[src/rtl/xadc_drp_axis_sequencer_if.sv]
// AXI-Stream bundle for the XADC sequencer output.
// Source drives payload and tvalid and samples tready. Sink is the mirror image.
// master and slave are aliases of Source and Sink.
interface axis_interface #(
   parameter int DATA_WIDTH = 16,
   parameter int ID_WIDTH   = 4,
   parameter int USER_WIDTH = 1,
   parameter int DEST_WIDTH = 1
);
   logic [DATA_WIDTH-1:0]   tdata;
   logic [DATA_WIDTH/8-1:0] tkeep;
   logic                    tvalid;
   logic                    tready;
   logic                    tlast;
   logic [ID_WIDTH-1:0]     tid;
   logic [DEST_WIDTH-1:0]   tdest;
   logic [USER_WIDTH-1:0]   tuser;

   modport Source (output tdata, tkeep, tvalid, tlast, tid, tdest, tuser, input tready);
   modport Sink   (input  tdata, tkeep, tvalid, tlast, tid, tdest, tuser, output tready);
   modport master (output tdata, tkeep, tvalid, tlast, tid, tdest, tuser, input tready);
   modport slave  (input  tdata, tkeep, tvalid, tlast, tid, tdest, tuser, output tready);
endinterface

[src/rtl/xadc_drp_axis_sequencer.sv]
// xadc_drp_axis_sequencer: on every XADC end-of-sequence pulse, reads a list of
// DRP status registers and emits one tagged AXI-Stream beat per register.
// All logic runs in the xadc_dclk domain.
// Optional feature macro: XADC_DRP_SEQ_TIMEOUT_EN enables the DRDY timeout path.
module xadc_drp_axis_sequencer #(
   parameter int                              NUM_CHANNELS  = 2,
   parameter logic [0:NUM_CHANNELS-1][6:0]    CHANNEL_ADDRS = {7'h13, 7'h03},
   parameter int                              DRP_TIMEOUT   = 64
) (
   input  logic          xadc_dclk,
   input  logic          xadc_reset_n,
   output logic [6:0]    xadc_daddr,
   output logic          xadc_den,
   input  logic          xadc_drdy,
   input  logic [15:0]   xadc_do,
   input  logic          xadc_eos,
   axis_interface.Source sample,
   output logic [15:0]   overrun_count,
   output logic [15:0]   timeout_count
);

   typedef enum logic [1:0] {
      AWAIT_EOS = 2'd0,
      DRP_ISSUE = 2'd1,
      DRP_WAIT  = 2'd2,
      AXIS_SEND = 2'd3
   } state_t;

   localparam logic [3:0] LAST_CH = 4'(NUM_CHANNELS - 1);

   // Look up a channel address by index. The loop avoids indexing the table
   // with a wider-than-needed index when NUM_CHANNELS is small.
   function automatic logic [6:0] addr_of(input logic [3:0] idx);
      logic [6:0] a;
      a = CHANNEL_ADDRS[0];
      for (int i = 0; i < NUM_CHANNELS; i++) begin
         a = (idx == 4'(i)) ? CHANNEL_ADDRS[i] : a;
      end
      return a;
   endfunction

   // Increment a 16-bit counter that sticks at all ones.
   function automatic logic [15:0] sat_inc(input logic [15:0] v);
      return (v == 16'hFFFF) ? v : (v + 16'd1);
   endfunction

   state_t      state_q, state_d;
   logic [3:0]  ch_q, ch_d;
   logic [6:0]  daddr_q, daddr_d;
   logic        den_q, den_d;
   logic [15:0] tdata_q, tdata_d;
   logic [3:0]  tid_q, tid_d;
   logic        tlast_q, tlast_d;
   logic        tuser_q, tuser_d;
   logic        tvalid_q, tvalid_d;
   logic [15:0] ovr_q, ovr_d;

`ifdef XADC_DRP_SEQ_TIMEOUT_EN
   localparam int            TW     = $clog2(DRP_TIMEOUT);
   localparam logic [TW-1:0] T_LAST = TW'(DRP_TIMEOUT - 1);
   logic [TW-1:0] wait_cnt_q, wait_cnt_d;
   logic [15:0]   tmo_q, tmo_d;
`endif

   // Next-state, DRP request and beat payload logic.
   always_comb begin
      state_d  = state_q;
      ch_d     = ch_q;
      daddr_d  = daddr_q;
      den_d    = 1'b0;
      tdata_d  = tdata_q;
      tid_d    = tid_q;
      tlast_d  = tlast_q;
      tuser_d  = tuser_q;
      tvalid_d = tvalid_q;
`ifdef XADC_DRP_SEQ_TIMEOUT_EN
      wait_cnt_d = wait_cnt_q;
      tmo_d      = tmo_q;
`endif

      // An EOS outside the idle state is dropped but counted; the sweep continues.
      if (xadc_eos && (state_q != AWAIT_EOS)) begin
         ovr_d = sat_inc(ovr_q);
      end else begin
         ovr_d = ovr_q;
      end

      case (state_q)
         AWAIT_EOS: begin
            if (xadc_eos) begin
               ch_d    = 4'd0;
               daddr_d = addr_of(4'd0);
               den_d   = 1'b1;
               state_d = DRP_ISSUE;
            end else begin
               state_d = AWAIT_EOS;
            end
         end
         DRP_ISSUE: begin
            state_d = DRP_WAIT;
`ifdef XADC_DRP_SEQ_TIMEOUT_EN
            wait_cnt_d = {TW{1'b0}};
`endif
         end
         DRP_WAIT: begin
            // DRDY wins over an expiry in the same cycle.
            if (xadc_drdy) begin
               tdata_d  = xadc_do;
               tid_d    = ch_q;
               tlast_d  = (ch_q == LAST_CH);
               tuser_d  = 1'b0;
               tvalid_d = 1'b1;
               state_d  = AXIS_SEND;
`ifdef XADC_DRP_SEQ_TIMEOUT_EN
            end else if (wait_cnt_q == T_LAST) begin
               tdata_d  = 16'h0000;
               tid_d    = ch_q;
               tlast_d  = (ch_q == LAST_CH);
               tuser_d  = 1'b1;
               tvalid_d = 1'b1;
               tmo_d    = sat_inc(tmo_q);
               state_d  = AXIS_SEND;
            end else begin
               wait_cnt_d = wait_cnt_q + {{(TW-1){1'b0}}, 1'b1};
`else
            end else begin
               state_d = DRP_WAIT;
`endif
            end
         end
         AXIS_SEND: begin
            if (tvalid_q && sample.tready) begin
               tvalid_d = 1'b0;
               if (tlast_q) begin
                  state_d = AWAIT_EOS;
               end else begin
                  ch_d    = ch_q + 4'd1;
                  daddr_d = addr_of(ch_q + 4'd1);
                  den_d   = 1'b1;
                  state_d = DRP_ISSUE;
               end
            end else begin
               state_d = AXIS_SEND;
            end
         end
         default: begin
            state_d  = AWAIT_EOS;
            tvalid_d = 1'b0;
         end
      endcase
   end

   // State and output registers with synchronous active-low reset.
   always_ff @(posedge xadc_dclk) begin
      if (!xadc_reset_n) begin
         state_q  <= AWAIT_EOS;
         ch_q     <= 4'd0;
         daddr_q  <= CHANNEL_ADDRS[0];
         den_q    <= 1'b0;
         tdata_q  <= 16'h0000;
         tid_q    <= 4'd0;
         tlast_q  <= 1'b0;
         tuser_q  <= 1'b0;
         tvalid_q <= 1'b0;
         ovr_q    <= 16'h0000;
`ifdef XADC_DRP_SEQ_TIMEOUT_EN
         wait_cnt_q <= {TW{1'b0}};
         tmo_q      <= 16'h0000;
`endif
      end else begin
         state_q  <= state_d;
         ch_q     <= ch_d;
         daddr_q  <= daddr_d;
         den_q    <= den_d;
         tdata_q  <= tdata_d;
         tid_q    <= tid_d;
         tlast_q  <= tlast_d;
         tuser_q  <= tuser_d;
         tvalid_q <= tvalid_d;
         ovr_q    <= ovr_d;
`ifdef XADC_DRP_SEQ_TIMEOUT_EN
         wait_cnt_q <= wait_cnt_d;
         tmo_q      <= tmo_d;
`endif
      end
   end

   assign xadc_daddr    = daddr_q;
   assign xadc_den      = den_q;
   assign overrun_count = ovr_q;
`ifdef XADC_DRP_SEQ_TIMEOUT_EN
   assign timeout_count = tmo_q;
`else
   assign timeout_count = 16'h0000;
`endif

   assign sample.tdata  = tdata_q;
   assign sample.tkeep  = 2'b11;
   assign sample.tvalid = tvalid_q;
   assign sample.tlast  = tlast_q;
   assign sample.tid    = tid_q;
   assign sample.tdest  = 1'b0;
   assign sample.tuser  = tuser_q;

endmodule

[src/flat_wrapper.sv]
// flat-port wrapper written by rule: the top's interface ports become plain ports
module xadc_drp_axis_sequencer_flat 
#(
   parameter int                              NUM_CHANNELS  = 2,
   parameter logic [0:NUM_CHANNELS-1][6:0]    CHANNEL_ADDRS = {7'h13, 7'h03},
   parameter int                              DRP_TIMEOUT   = 64
)
  (xadc_dclk, xadc_reset_n, xadc_daddr, xadc_den, xadc_drdy, xadc_do, xadc_eos, overrun_count, timeout_count, sample_tdata, sample_tkeep, sample_tvalid, sample_tlast, sample_tid, sample_tdest, sample_tuser, sample_tready);
  axis_interface #(.DATA_WIDTH(16)) sample_i ();
  input  logic xadc_dclk;
  input  logic xadc_reset_n;
  output logic [6:0] xadc_daddr;
  output logic xadc_den;
  input  logic xadc_drdy;
  input  logic [15:0] xadc_do;
  input  logic xadc_eos;
  output logic [15:0] overrun_count;
  output logic [15:0] timeout_count;
  output wire logic [$bits(sample_i.tdata)-1:0] sample_tdata;
  output wire logic [$bits(sample_i.tkeep)-1:0] sample_tkeep;
  output wire logic [$bits(sample_i.tvalid)-1:0] sample_tvalid;
  output wire logic [$bits(sample_i.tlast)-1:0] sample_tlast;
  output wire logic [$bits(sample_i.tid)-1:0] sample_tid;
  output wire logic [$bits(sample_i.tdest)-1:0] sample_tdest;
  output wire logic [$bits(sample_i.tuser)-1:0] sample_tuser;
  input wire logic [$bits(sample_i.tready)-1:0] sample_tready;
  assign sample_tdata = sample_i.tdata;
  assign sample_tkeep = sample_i.tkeep;
  assign sample_tvalid = sample_i.tvalid;
  assign sample_tlast = sample_i.tlast;
  assign sample_tid = sample_i.tid;
  assign sample_tdest = sample_i.tdest;
  assign sample_tuser = sample_i.tuser;
  assign sample_i.tready = sample_tready;
  xadc_drp_axis_sequencer #(.NUM_CHANNELS(NUM_CHANNELS), .CHANNEL_ADDRS(CHANNEL_ADDRS), .DRP_TIMEOUT(DRP_TIMEOUT)) u_core (.xadc_dclk(xadc_dclk), .xadc_reset_n(xadc_reset_n), .xadc_daddr(xadc_daddr), .xadc_den(xadc_den), .xadc_drdy(xadc_drdy), .xadc_do(xadc_do), .xadc_eos(xadc_eos), .sample(sample_i), .overrun_count(overrun_count), .timeout_count(timeout_count));
endmodule
[config.mk]
export PLATFORM = sky130hd
export DESIGN_NAME = xadc_drp_axis_sequencer_flat
export DESIGN_NICKNAME = d
export VERILOG_FILES = /design/src/rtl/xadc_drp_axis_sequencer_if.sv /design/src/rtl/xadc_drp_axis_sequencer.sv /design/src/flat_wrapper.sv
export SDC_FILE = /design/constraint.sdc
export NUM_CORES = 1
export LEC_CHECK = 0
export CAP_MARGIN = 0
export CORE_MARGIN = 4
export CORE_UTILIZATION = 47
export CTS_CLUSTER_SIZE = 12
export DETAILED_ROUTE_END_ITERATION = 8
export HOLD_SLACK_MARGIN = 0.15
export PLACE_DENSITY_LB_ADDON = 0.08
export SYNTH_ARGS = -nofsm -noshare
export SYNTH_HDL_FRONTEND = slang
export SYNTH_SLANG_ARGS = --single-unit
[constraint.sdc]
create_clock -name xadc_dclk -period 4.2 [get_ports xadc_dclk]
set_input_delay 0.63 -clock xadc_dclk [delete_from_list [all_inputs] [get_ports xadc_dclk]]
set_output_delay 0.63 -clock xadc_dclk [all_outputs]
set_load 0.005 [all_outputs]
### Word level (Yosys, flattened, before mapping)

Index checks and enable logic that the tools add are counted.

* register bits after elaboration: 52
* input bits: 21

* add/subtract/negate cells: 2
* eq/ne operators: 10
* mux-type cells: 21
* bitwise logic cells: 1
* reductions and logical operators: 10

Operator list (number)
* 7-bit 2-to-1 mux: 3
* 16-bit by 1-bit adder with 16-bit output, second input constant: 1
* 16-bit == test, second input constant: 1
* 7-bit case mux with 2 select lines: 1
* 4-bit 2-to-1 mux: 3
* 4-bit by 1-bit == test with 1-bit output, second input constant: 2
* 1-bit 2-to-1 mux: 8
* 2-bit case mux with 4 select lines: 1
* 4-bit case mux with 2 select lines: 1
* 2-bit != test, second input constant: 3
* 2-bit nonzero test: 3
* 5-bit 2-to-1 mux: 1
* 4-bit by 1-bit adder with 4-bit output, second input constant: 1
* 2-bit == test, second input constant: 2
* 1-bit case mux with 2 select lines: 2
* 2-bit AND reduction: 2
* 4-bit AND reduction: 1
* 3-bit AND reduction: 1
* 2-bit by 1-bit == test with 1-bit output, second input constant: 1
* 1-bit logical AND: 2
* 2-bit zero test: 1
* 2-bit 2-to-1 mux: 1
* 2-bit by 1-bit != test with 1-bit output, second input constant: 1
* 1-bit inverter: 1

### Depth between registers and ports, before layout

* word-level depth: 6
* gate-level depth with buffers: 7
* gate-level depth less buffers: 6

### Least setup slack after synthesis

No wires, ideal clock.

* path type: register -> register
* start: reg u_core.state_q[1]
* end: reg u_core.ovr_q[6] (netlist: u_core.overrun_count[6])
* arrival: 1.645 ns
* data required time: 4.130 ns
* path slack: 2.484 ns
* stages on the path, launching flop included: 8
* period minus slack after synthesis: 1.716 ns
* path through: dfxtp_1 inv_1 ha_1 and2b_2 nand2_1 buf_6 or4_1 a21oi_1

* word-level cells in the longest chain between the ends: 3

RTL lines
* start: declaration: line xadc_drp_axis_sequencer.sv:47 `state_t state_q, state_d;`
* start signal: assignment: line xadc_drp_axis_sequencer.sv:171 `state_q <= state_d;`
* 2-bit nonzero test: line xadc_drp_axis_sequencer.sv:82 `if (xadc_eos && (state_q != AWAIT_EOS)) begin`
* 1-bit logical AND: line xadc_drp_axis_sequencer.sv:82
* 2-bit AND reduction (no line)
* end signal: assignment: line xadc_drp_axis_sequencer.sv:180 `ovr_q <= ovr_d;`
* end: declaration: line xadc_drp_axis_sequencer.sv:56 `logic [15:0] ovr_q, ovr_d;`

No other way between the ends.
A chain may end at the register's enable or synchronous reset.

### Worst setup path after layout

* start: in xadc_eos
* end: reg u_core.ovr_q[13] (netlist: u_core.overrun_count[13])

* word-level cells in the longest chain between the ends: 2

RTL lines
* start: declaration: line flat_wrapper.sv:16 `input logic xadc_eos;`
* 1-bit logical AND: line xadc_drp_axis_sequencer.sv:82
* 2-bit AND reduction (no line)

No other way between the ends.

==> run_results.csv <==
group,metric,value,unit
timing,period_minus_slack,2070,ps
timing,rsz0062_at_grt,"false",
logic_synthesis,ys_warn_count,0,
route,firstDrtPassIters,4,
logic_synthesis,yosysMostFrequentCell,"nand2_1",
logic_synthesis,synth_area_leaders,"dfxtp_1 41%, nand2_1 9.1%, buf_4 8.7%, a21oi_1 6.7%, ha_1 3.9%",
route,drt_iter0_drc,105,
logic_synthesis,synth_edf_count,0,
cts,cts_tree,"yes",
logic_synthesis,synth_top_area_share,0.413,
setup_path,worstPathArrival,2250,ps
cts,worstSkewPairLatency,300,ps
global_routing,globalRouteTotalUtil,0.174,
route,vias_per_cell,5.18,
cts,cts_hold_buffers,0,
final_layout,drive_gt1_frac,0.0365,
cts,clk_pin_slew,90,ps
global_routing,grt.overflow.total,0,
worst_hold_path,min_path_type,"flip-flop to flip-flop",
timing,hold_viol,0,
timing,tns,0,ps
placed_design,place_hpwl,3630,um
setup_path,crit_path_end_kind,"flip-flop",
timing,setup_slack,2130,ps
flow_run,cap_violations,0,
final_layout,n_antenna_cell,0,
cts,htree_levels,2,
logic_synthesis,yosys.area_share.simple,0.241,
route,wire_per_inst,13.0,um
route,num_vias,1975,
logic_synthesis,muxShareOfSynthArea,0.0135,
floorplanning,io_pins,87,
final_layout,final_util,0.639,
floorplanning,die_w,76.9,um
final_layout,area_growth,28.2,%
setup_path,path_max_fanout,6,
outcome,status,"finished clean",
timing,max_slew.worst_pin.slew,744,ps
cts,cts_inserted_buffers,5,
route,wirelength,4970,um
logic_synthesis,synth_top_family_by_area,"simple AND/OR/NAND/NOR gates",
timing,drv_slew,0,
logic_synthesis,yosys_most_used_dff,"dfxtp_1",
cts,postCtsSetupBuffers,0,
timing,setup_viol,0,
cts,cts_sinks,46,
cts,root_buffer,"clkbuf_8",
placed_design,detailedPlace.worstSlack,1850,ps
setup_path,crit_required,4380,ps
global_routing,antenna_found_initial,0,
timing,fin_crit_sh,0.493,
placed_design,place_area,2750,um2
final_layout,nets,356,
floorplanning,rows,24,
global_routing,grt_max_degree,27,
timing,skew,10.8,ps
placed_design,port_buffers,60,
power,power_density,328,nW/um2
final_layout,finalNonFillerCells,381,
logic_synthesis,synth-seq-cells,46,
route,postRouteAntennaNets,0,
timing,fmax,483,MHz
logic_synthesis,syn_inst,272,
floorplanning,start_util,0.499,
cts,post_cts_resized,0,
floorplanning,die_h,76.9,um
power,p_leak,0.00102,uW
floorplanning,core_area,4470,um2
timing,slew_headroom,0.504,
logic_synthesis,ys_types,45,
logic_synthesis,synth_common_cells,"54 x nand2_1, 46 x dfxtp_1, 30 x a21oi_1",
global_routing,grt_pass1_wl,8490,um
global_routing,grt_pass1_vias,1807,
route,drc_errors,0,
logic_synthesis,netlist_area,2230,um2
floorplanning,fp.dieArea,5910,um2
logic_synthesis,yosys.area_share.xor_xnor,0.00393,
setup_path,path_class,"input port to flip-flop",
logic_synthesis,synth_adder_area_share,0.0393,
cts,ctsLongestPathBuffers,2,
placed_design,gp_congestion,0.819,
logic_synthesis,seq_area_frac_synth,0.413,
logic_synthesis,yosysTopAreaCell,"dfxtp_1",
placed_design,dp_cells,373,
power,peakVddDrop,0.236,mV
final_layout,final_cell_area,2860,um2
setup_path,start_kind,"input port",
logic_synthesis,syn_avg_cell_area,8.20,um2
logic_synthesis,synthArstFlopShare,0,
logic_synthesis,synth-compound-area-share,0.165,
==> path summary, 6_finish.rpt <==
path	cells past startpoint	end	from	slack, ps
setup / recovery	5	u_core.overrun_count[13]	xadc_eos	2130
setup reg to reg	6	u_core.overrun_count[13]	u_core.state_q[1]	2210
hold / removal	2	u_core.sample.tdata[8]	u_core.sample.tdata[8]	460
hold reg to reg	2	u_core.sample.tdata[8]	u_core.sample.tdata[8]	460
==> power breakdown <==
group	internal, uW	switching, uW	leakage (uW)
sequential	455	13.7	0.000372
clock	178	147	0.0000524
combinational	72.6	73.7	0.000599
==> cells by family after synthesis <==
kind of cell	after synthesis
compound gates	59
flops	46
mux	3
xor+xnor	1
fa+ha+maj	7
other cells	2
buf+inv	44
simple gates	110
==> worst max-delay path, stage by stage <==
cell and delay [ps]:
clkdlybuf4s50_1 520, and4b_1 330, nand4bb_1 250, o311ai_0 380, o41ai_1 130
==> cell type report <==
class	instances	area (um2)
inverter	8	30.0
clock inverter	1	30.0
multi-input combinational	206	1130
clock buffer	7	76.3
fill	406	1610
tap	52	65.1
sequential	46	921
timing repair buffer	61	608
==> placed cells by master, fill, tap and decap left out, drive strengths merged, types with 2 or more instances in the layout <==
cell type / count
a21oi: 30
a22oi: 4
and3: 2
and4: 2
clkbuf: 7
clkdlybuf4s50: 60
conb: 26
dfxtp: 46
ha: 7
inv: 8
mux2i: 3
nand2: 54
nand3: 6
nand4: 2
nor2: 12
nor2b: 6
nor3: 9
nor4: 4
o21ai: 7
o311ai: 3
o31ai: 3
o41ai: 3
or3: 2
or4: 3
==> metrics by stage <==
stage | hold slack, ps | power [uW]
2_1_floorplan | 453 | 577
3_3_place_gp | 441 | 623
3_5_place_dp | 446 | 625
4_1_cts | 457 | 951
5_1_grt | 467 | 992
6_report | 455 | 939
==> metal layers <==
layer,routed length (um),vias to the layer above,global-route usage,part of all wire
met5,0,-,0,0
met4,59,0,0.0525,0.012
met3,342,7,0.0550,0.069
met2,2450,55,0.304,0.49
met1,2110,905,0.203,0.43
li1,-,1008,-,-
==> state kept, by name, indices dropped and copies added (netlist names) <==
name and cells:
u_core.ch_q 4, u_core.overrun_count 16, u_core.sample.tdata 16, u_core.sample.tid 4
u_core.sample.tlast 1, u_core.sample.tvalid 1, u_core.state_q 2, u_core.xadc_daddr 1
u_core.xadc_den 1
No activity file was read; power rests on OpenSTA's default activity.
